$ cat src/rtl/simon_pkt_arbiter.sv
// Round-robin arbiter sharing one SIMON packet engine between two requesters.
// Byte 0 (info) is pkt[7:0]; bit 0 set marks a key packet. Optional key-ownership check: SIMON_ARB_KEYLOCK_EN.
module simon_pkt_arbiter #(
    parameter int PKT_BYTES = 18,
    parameter int TIMEOUT   = 255
) (
    input  logic                   clk,
    input  logic                   R,
    input  logic [1:0]             req,
    input  logic [PKT_BYTES*8-1:0] req_pkt0,
    input  logic [PKT_BYTES*8-1:0] req_pkt1,
    output logic [1:0]             gnt,
    output logic [1:0]             ack,
    output logic [1:0]             err,
    output logic [1:0]             rsp_valid,
    input  logic [1:0]             rsp_read,
    output logic [PKT_BYTES*8-1:0] rsp_pkt,
    output logic                   eng_newPKT,
    output logic [PKT_BYTES*8-1:0] eng_in,
    input  logic                   eng_loadPKT,
    input  logic                   eng_donePKT,
    input  logic                   eng_outdone,
    output logic                   eng_readPKT,
    input  logic [PKT_BYTES*8-1:0] eng_out
);

    localparam int PW  = PKT_BYTES * 8;
    localparam int WDW = $clog2(TIMEOUT + 1);

    typedef enum logic [2:0] {
        S_IDLE, S_ISSUE, S_LOAD, S_WAIT_OUT, S_DELIVER, S_REJECT
    } state_t;

    state_t         state_q, state_d;
    logic           ptr_q, ptr_d;
    logic [WDW-1:0] wd_q, wd_d;
    logic [1:0]     gnt_q, gnt_d;
    logic [1:0]     ack_q, ack_d;
    logic [1:0]     err_q, err_d;
    logic [1:0]     rspv_q, rspv_d;
    logic [PW-1:0]  rsp_pkt_q, rsp_pkt_d;
    logic           newpkt_q, newpkt_d;
    logic           readpkt_q, readpkt_d;

    logic [1:0]     req_m;
    logic           pick;
    logic           load_exit, wd_tick, done_ok, fail;

`ifdef SIMON_ARB_KEYLOCK_EN
    logic [1:0]     key_owner_q, key_owner_d;
    logic           pick_is_key;
`endif

    assign eng_in = gnt_q[1] ? req_pkt1 : (gnt_q[0] ? req_pkt0 : '0);

    always_comb begin
        state_d   = state_q;
        ptr_d     = ptr_q;
        wd_d      = '0;
        gnt_d     = gnt_q;
        ack_d     = 2'b00;
        err_d     = 2'b00;
        rspv_d    = rspv_q;
        rsp_pkt_d = rsp_pkt_q;
        readpkt_d = 1'b0;
        load_exit = 1'b0;
        wd_tick   = 1'b0;
        done_ok   = 1'b0;
        fail      = 1'b0;
        // A requester still showing its ack/err pulse has not had a chance to drop req yet.
        req_m     = req & ~(ack_q | err_q);
        pick      = (req_m == 2'b11) ? ptr_q : req_m[1];
`ifdef SIMON_ARB_KEYLOCK_EN
        key_owner_d = key_owner_q;
        pick_is_key = pick ? req_pkt1[0] : req_pkt0[0];
`endif

        case (state_q)
            S_IDLE: begin
                if (|req_m) begin
                    gnt_d   = pick ? 2'b10 : 2'b01;
                    state_d = S_ISSUE;
`ifdef SIMON_ARB_KEYLOCK_EN
                    if (!pick_is_key && (key_owner_q != gnt_d))
                        state_d = S_REJECT;
`endif
                end
            end
            S_ISSUE: begin
                if (eng_loadPKT) begin
                    if (eng_donePKT) load_exit = 1'b1;
                    else             state_d   = S_LOAD;
                end else begin
                    wd_tick = 1'b1;
                end
            end
            S_LOAD: begin
                if (eng_donePKT) load_exit = 1'b1;
                else             wd_tick   = 1'b1;
            end
            S_WAIT_OUT: begin
                if (eng_outdone) begin
                    rsp_pkt_d = eng_out;
                    readpkt_d = 1'b1;
                    rspv_d    = gnt_q;
                    state_d   = S_DELIVER;
                end else begin
                    wd_tick = 1'b1;
                end
            end
            S_DELIVER: begin
                if (|(rsp_read & gnt_q)) begin
                    rspv_d  = 2'b00;
                    done_ok = 1'b1;
                end
            end
            S_REJECT: fail = 1'b1;
            default:  state_d = S_IDLE;
        endcase

        if (load_exit) begin
            if (eng_in[0]) begin
                done_ok = 1'b1;
`ifdef SIMON_ARB_KEYLOCK_EN
                key_owner_d = gnt_q;
`endif
            end else begin
                state_d = S_WAIT_OUT;
            end
        end

        if (wd_tick) begin
            if (wd_q == WDW'(TIMEOUT - 1)) fail = 1'b1;
            else                           wd_d = wd_q + 1'b1;
        end

        if (done_ok) ack_d = gnt_q;
        if (fail)    err_d = gnt_q;
        if (done_ok || fail) begin
            gnt_d   = 2'b00;
            state_d = S_IDLE;
            ptr_d   = ~gnt_q[1];
        end

        // Registered so newPKT rises on the second ISSUE cycle and drops the cycle after load/abort.
        newpkt_d = (state_q == S_ISSUE) && (state_d == S_ISSUE);
    end

    always_ff @(posedge clk or posedge R) begin
        if (R) begin
            state_q   <= S_IDLE;
            ptr_q     <= 1'b0;
            wd_q      <= '0;
            gnt_q     <= 2'b00;
            ack_q     <= 2'b00;
            err_q     <= 2'b00;
            rspv_q    <= 2'b00;
            rsp_pkt_q <= '0;
            newpkt_q  <= 1'b0;
            readpkt_q <= 1'b0;
        end else begin
            state_q   <= state_d;
            ptr_q     <= ptr_d;
            wd_q      <= wd_d;
            gnt_q     <= gnt_d;
            ack_q     <= ack_d;
            err_q     <= err_d;
            rspv_q    <= rspv_d;
            rsp_pkt_q <= rsp_pkt_d;
            newpkt_q  <= newpkt_d;
            readpkt_q <= readpkt_d;
        end
    end

`ifdef SIMON_ARB_KEYLOCK_EN
    always_ff @(posedge clk or posedge R) begin
        if (R) key_owner_q <= 2'b00;
        else   key_owner_q <= key_owner_d;
    end
`endif

    assign gnt         = gnt_q;
    assign ack         = ack_q;
    assign err         = err_q;
    assign rsp_valid   = rspv_q;
    assign rsp_pkt     = rsp_pkt_q;
    assign eng_newPKT  = newpkt_q;
    assign eng_readPKT = readpkt_q;

    // A granted requester must hold req until it sees ack or err.
    a_req0_held: assert property (@(posedge clk) disable iff (R) gnt_q[0] |-> req[0]);
    a_req1_held: assert property (@(posedge clk) disable iff (R) gnt_q[1] |-> req[1]);

endmodule

$ cat config.mk
export PLATFORM = sky130hd
export DESIGN_NAME = simon_pkt_arbiter
export DESIGN_NICKNAME = d
export VERILOG_FILES = /design/src/rtl/simon_pkt_arbiter.sv
export SDC_FILE = /design/constraint.sdc
export NUM_CORES = 1
export LEC_CHECK = 0
export CAP_MARGIN = 20
export CORE_AREA = 5 5 286 288
export CTS_CLUSTER_SIZE = 20
export DETAILED_ROUTE_END_ITERATION = 10
export DIE_AREA = 0 0 291 293
export HOLD_SLACK_MARGIN = 0.08
export SLEW_MARGIN = 20
export SYNTH_ARGS = -nofsm -noshare
export SYNTH_HDL_FRONTEND = slang
export SYNTH_SLANG_ARGS = --single-unit
$ cat constraint.sdc
create_clock -name clk -period 15.1 [get_ports clk]
set_input_delay 1.51 -clock clk [delete_from_list [all_inputs] [get_ports clk]]
set_output_delay 1.51 -clock clk [all_outputs]
set_load 0.01 [all_outputs]
## Word-level counts from Yosys, hierarchy flattened

Index checks and enable logic that the tools add are counted.
W data, S select, Z words.

- Register bits after elaboration: 166
- Input port bits: 441
- Output and inout bits: 298
- Word-level logic and storage cells: 76

- Add/subtract/negate cells: 1
- Equality and inequality tests: 10
- Muxes and demuxes: 38
- Bitwise gates (word level): 5
- Reductions and logical operators: 12

Operator list:

| operator | count |
|---|---|
| $mux W144 | 2 |
| $mux W3 | 7 |
| $mux W2 | 8 |
| $mux W8 | 2 |
| $mux W1 | 15 |
| $pmux W3 S4 | 1 |
| $add A8 B1 Y8 const B | 1 |
| $eq A8 B8 Y1 const B | 1 |
| $eq A3 B1 Y1 const B | 2 |
| $eq A3 B2 Y1 const B | 2 |
| $eq A3 B3 Y1 const B | 2 |
| $reduce_bool A2 Y1 | 3 |
| $and A2 B2 Y2 | 2 |
| $ne A2 B2 Y1 const B | 2 |
| $pmux W2 S2 | 1 |
| $reduce_and A2 Y1 | 2 |
| $reduce_or A2 Y1 | 2 |
| $logic_not A3 Y1 | 1 |
| $pmux W1 S3 | 1 |
| $reduce_and A3 Y1 | 1 |
| $reduce_or A3 Y1 | 1 |
| $eq A2 B2 Y1 const B | 1 |
| $not A2 Y2 | 1 |
| $or A2 B2 Y2 | 1 |
| other kinds (4) | 4 |

## Depth between registers and ports, before layout

- Word-level depth: 11
- Mapped depth: 8
- Depth with buffers taken out: 6

## Worst setup path before layout

Ideal clock, no wire load.

- Path type: input to output
- Start point: in req_pkt0[0]
- End point: out eng_in[0]
- Arrival time: 1.807 ns
- Slack: 11.783 ns
- Stages: 3
- Path buffers: 0
- Cells stage by stage: nand2_1 o21a_1 inv_1

- Cells in the longest elaborated chain, start to end: 2

Ends and longest elaborated chain:

| element | line | source |
|---|---|---|
| start, declared | 10 | `input logic [PKT_BYTES*8-1:0] req_pkt0,` |
| $mux W144 (2 in series) | 54 | `assign eng_in = gnt_q[1] ? req_pkt1 : (gnt_q[0] ? req_pkt0 : '0);` |
| end, declared | 19 | `output logic [PKT_BYTES*8-1:0] eng_in,` |

No other way between the ends.

## Final worst setup path

- Start point: reg gnt_q[1] (netlist: gnt[1])
- End point: out eng_in[14]

- Cells in the longest elaborated chain, start to end: 1

Ends and longest elaborated chain:

| element | line | source |
|---|---|---|
| start, declared | 37 | `logic [1:0] gnt_q, gnt_d;` |
| start signal, assigned | 165 | `gnt_q <= gnt_d;` |
| $mux W144 | 54 |  |

No other way between the ends.

==> flow_summary.yaml <==
pwr:
  ir_worst_vdd_v: 0.000138
  p_comb_share_pct: 56.5
  cellPowerDensity_nw_per_um2: 170
  swShare_pct: 38.3
  intPower_mw: 1.79
  power_leakage_nw: 7.24
  power_frac_seq_pct: 26.2
  clkPwrFrac_pct: 17.3
  p_switching_mw: 1.11
cts:
  clockRootBuffer: "clkbuf_16"
  cts_tree: "done"
  path_clk_slew_ns: 0.08
  cts.sinks: 166
  cts.path.max_buffers: 2
  cts_resized: 0
  numCtsBuffers: 17
  clk_latency_ns: 0.48
  post_cts_buffers: 0
  htreeDepth: 4
  ctsHoldBuffers: 0
logic_synthesis:
  yosys.area.top_type_share_pct: 52.6
  synth.most_common_cell: "nand2_1"
  synth.largest_area_cell: "dfrtp_1"
  synth_flop_cell: "dfrtp_1"
  syn-cell-area_um2: 7900
  synth_area_leaders: "dfrtp_1 (53%), nand2_1 (21%), a22o_1 (16%)"
  synth.top_cells.by_count: "nand2_1 (438), dfrtp_1 (166), a22o_1 (145)"
  syn_avg_cell_area_um2: 8.88
  synthArstFlopShare_pct: 100
  yosys_warnings: 0
  synth_edf_count: 0
  synthDistinctLibCells: 43
  syn-num-nets: 1332
  synthCells: 889
  synth-seq-cells: 166
  ys_seq_area_share_pct: 52.6
floorplanning:
  die_y_um: 293
  dieArea_um2: 85300
  num_rows: 103
  core_um2: 78600
  initial_core_util_pct: 10.0
  io_pins: 739
  die-width_um: 291
placed_design:
  dp_hpwl_um: 61800
  gp_congestion: 0.917
  port-buffer-count: 738
sta:
  rsz0062_at_grt: "no"
  fin_setup_tns_ns: 0
  slew_headroom_pct: 30.4
  min_period_ns: 5.37
  setup_violations: 0
  finalCritPeriodShare_pct: 35.5
  tightest_slew_ns: 1.04
  skew_ns: 0.0260
  clock.fmax_mhz: 186
  fin_hold_ws_ns: 0.473
  hold_viol: 0
  drv_slew: 0
flow_run:
  cap_violations: 0
global_route:
  grt_usage_pct: 16.2
  grt_pass1_vias: 9829
  antenna_found_initial: 72
  grt_pass1_wl_um: 92800
  grt_max_degree: 94
  grt-ovfl-total: 0
drt:
  routed_wl_um: 72200
  dr_wl_met3_um: 6680
  drc: 0
  ant_nets: 0
  highest_layer: "met5"
  first_pass_iters: 5
  first_iter_violations: 542
  vias: 9726
  wl_met2_um: 38800
  viasPerCell: 3.64
  met1_length_um: 23800
  routedWlPerCell_um: 27.0
critical_path:
  rr_worst_depth: 6
  crit_type: "reg2out"
  crit_path_start_kind: "flip-flop"
  crit_fanout: 75
  cp.required_ns: 13.59
  crit_arrival_ns: 3.86
  critPathCaptureType: "output port"
layout:
  area_growth_pct: 116
  drive_above_1_share_pct: 3.75
  final_net_count: 2031
hold_path:
  holdPathStages: 2
  hold_class: "reg2reg"
status:
  status: "complete, no violations"
[routing by layer]
| layer | track usage [%] | vias up |
|---|---|---|
| met5 | 0 | - |
| met4 | 6.53 | 6 |
| met3 | 6.76 | 153 |
| met2 | 30.8 | 593 |
| met1 | 15.4 | 4579 |
| li1 | - | 4395 |
[area by class of cell]
class	instances	area [µm²]
well taps	1050	1310
multi-input cells	650	3400
repair buffers	747	7470
flip-flops and latches	166	4160
fillers	8684	61500
inverters	6	30.0
clock inverters	14	211
diodes	22	55.1
clock buffers	18	429
[metrics by stage]
stage	area (µm²)	std cells	power (mW)	setup slack (ns)	utilization (%)
floorplan	7900	889	1.41	9.10	-
global placement	16300	2618	2.41	10.22	20.8
detailed placement	16300	2618	2.42	10.22	20.8
CTS	17000	2650	2.96	9.63	21.6
global route	17000	2663	3.09	9.56	21.7
finish	17100	2673	2.90	9.73	21.7
[power by group through the flow]
stage | logic, mW | registers [mW] | clock network (mW)
finish | 1.64 | 0.760 | 0.501
global route | 1.77 | 0.785 | 0.539
CTS | 1.67 | 0.761 | 0.530
detailed placement | 1.65 | 0.769 | 0
global placement | 1.65 | 0.760 | 0
floorplan | 0.594 | 0.816 | 0
[final timing paths]
| check | start | to | slack [ns] |
|---|---|---|---|
| max | gnt[1] | eng_in[14] | 9.73 |
| min | rsp_pkt[36] | rsp_pkt[36] | 0.47 |
| min in group asynchronous | R | rsp_pkt[114] | 1.47 |
| min reg2reg | rsp_pkt[36] | rsp_pkt[36] | 0.47 |
| max in group asynchronous | R | gnt[1] | 12.55 |
| max reg2reg | gnt[1] | ptr_q | 11.94 |
[state kept, by name, summed over array words and instances (netlist names), 2 cells and up]
signal and cells:
rsp_pkt 144, wd_q 8, state_q 3, ack 2, err 2, gnt 2, rsp_valid 2
[layout by cell type, fill, tap and decap left out, types with 4 or more instances in the layout]
| master | n |
|---|---|
| clkdlybuf4s50_1 | 738 |
| nand2_1 | 438 |
| dfrtp_1 | 165 |
| a22o_1 | 145 |
| diode_2 | 22 |
| clkbuf_16 | 17 |
| nor2_1 | 13 |
| buf_4 | 8 |
| inv_6 | 6 |
| xor2_1 | 5 |
| inv_1 | 4 |
| bufinv_16 | 4 |
[cell families (layout without fill, tap and decap cells)]
family                     count (synthesis)  in the layout  share of synthesized area, %
and+or+nand+nor                          481            481                          24.0
adders and majority gates                  2              2                         0.317
xor gates and xnor gates                   6              6                         0.665
AOI/OAI and AO/OA                        161            161                          17.8
other                                      0             22                             0
buffers and inverters                     73            785                          4.63
DFF                                      166            166                          52.6
[critical path: stages (launching register included)]
cell,delay (ns)
dfrtp_4,0.77
nor2b_4,0.19
buf_4,0.61
buf_4,0.73
a22o_1,0.36
clkdlybuf4s50_1,0.66
Power figures use the tool's default switching activity.
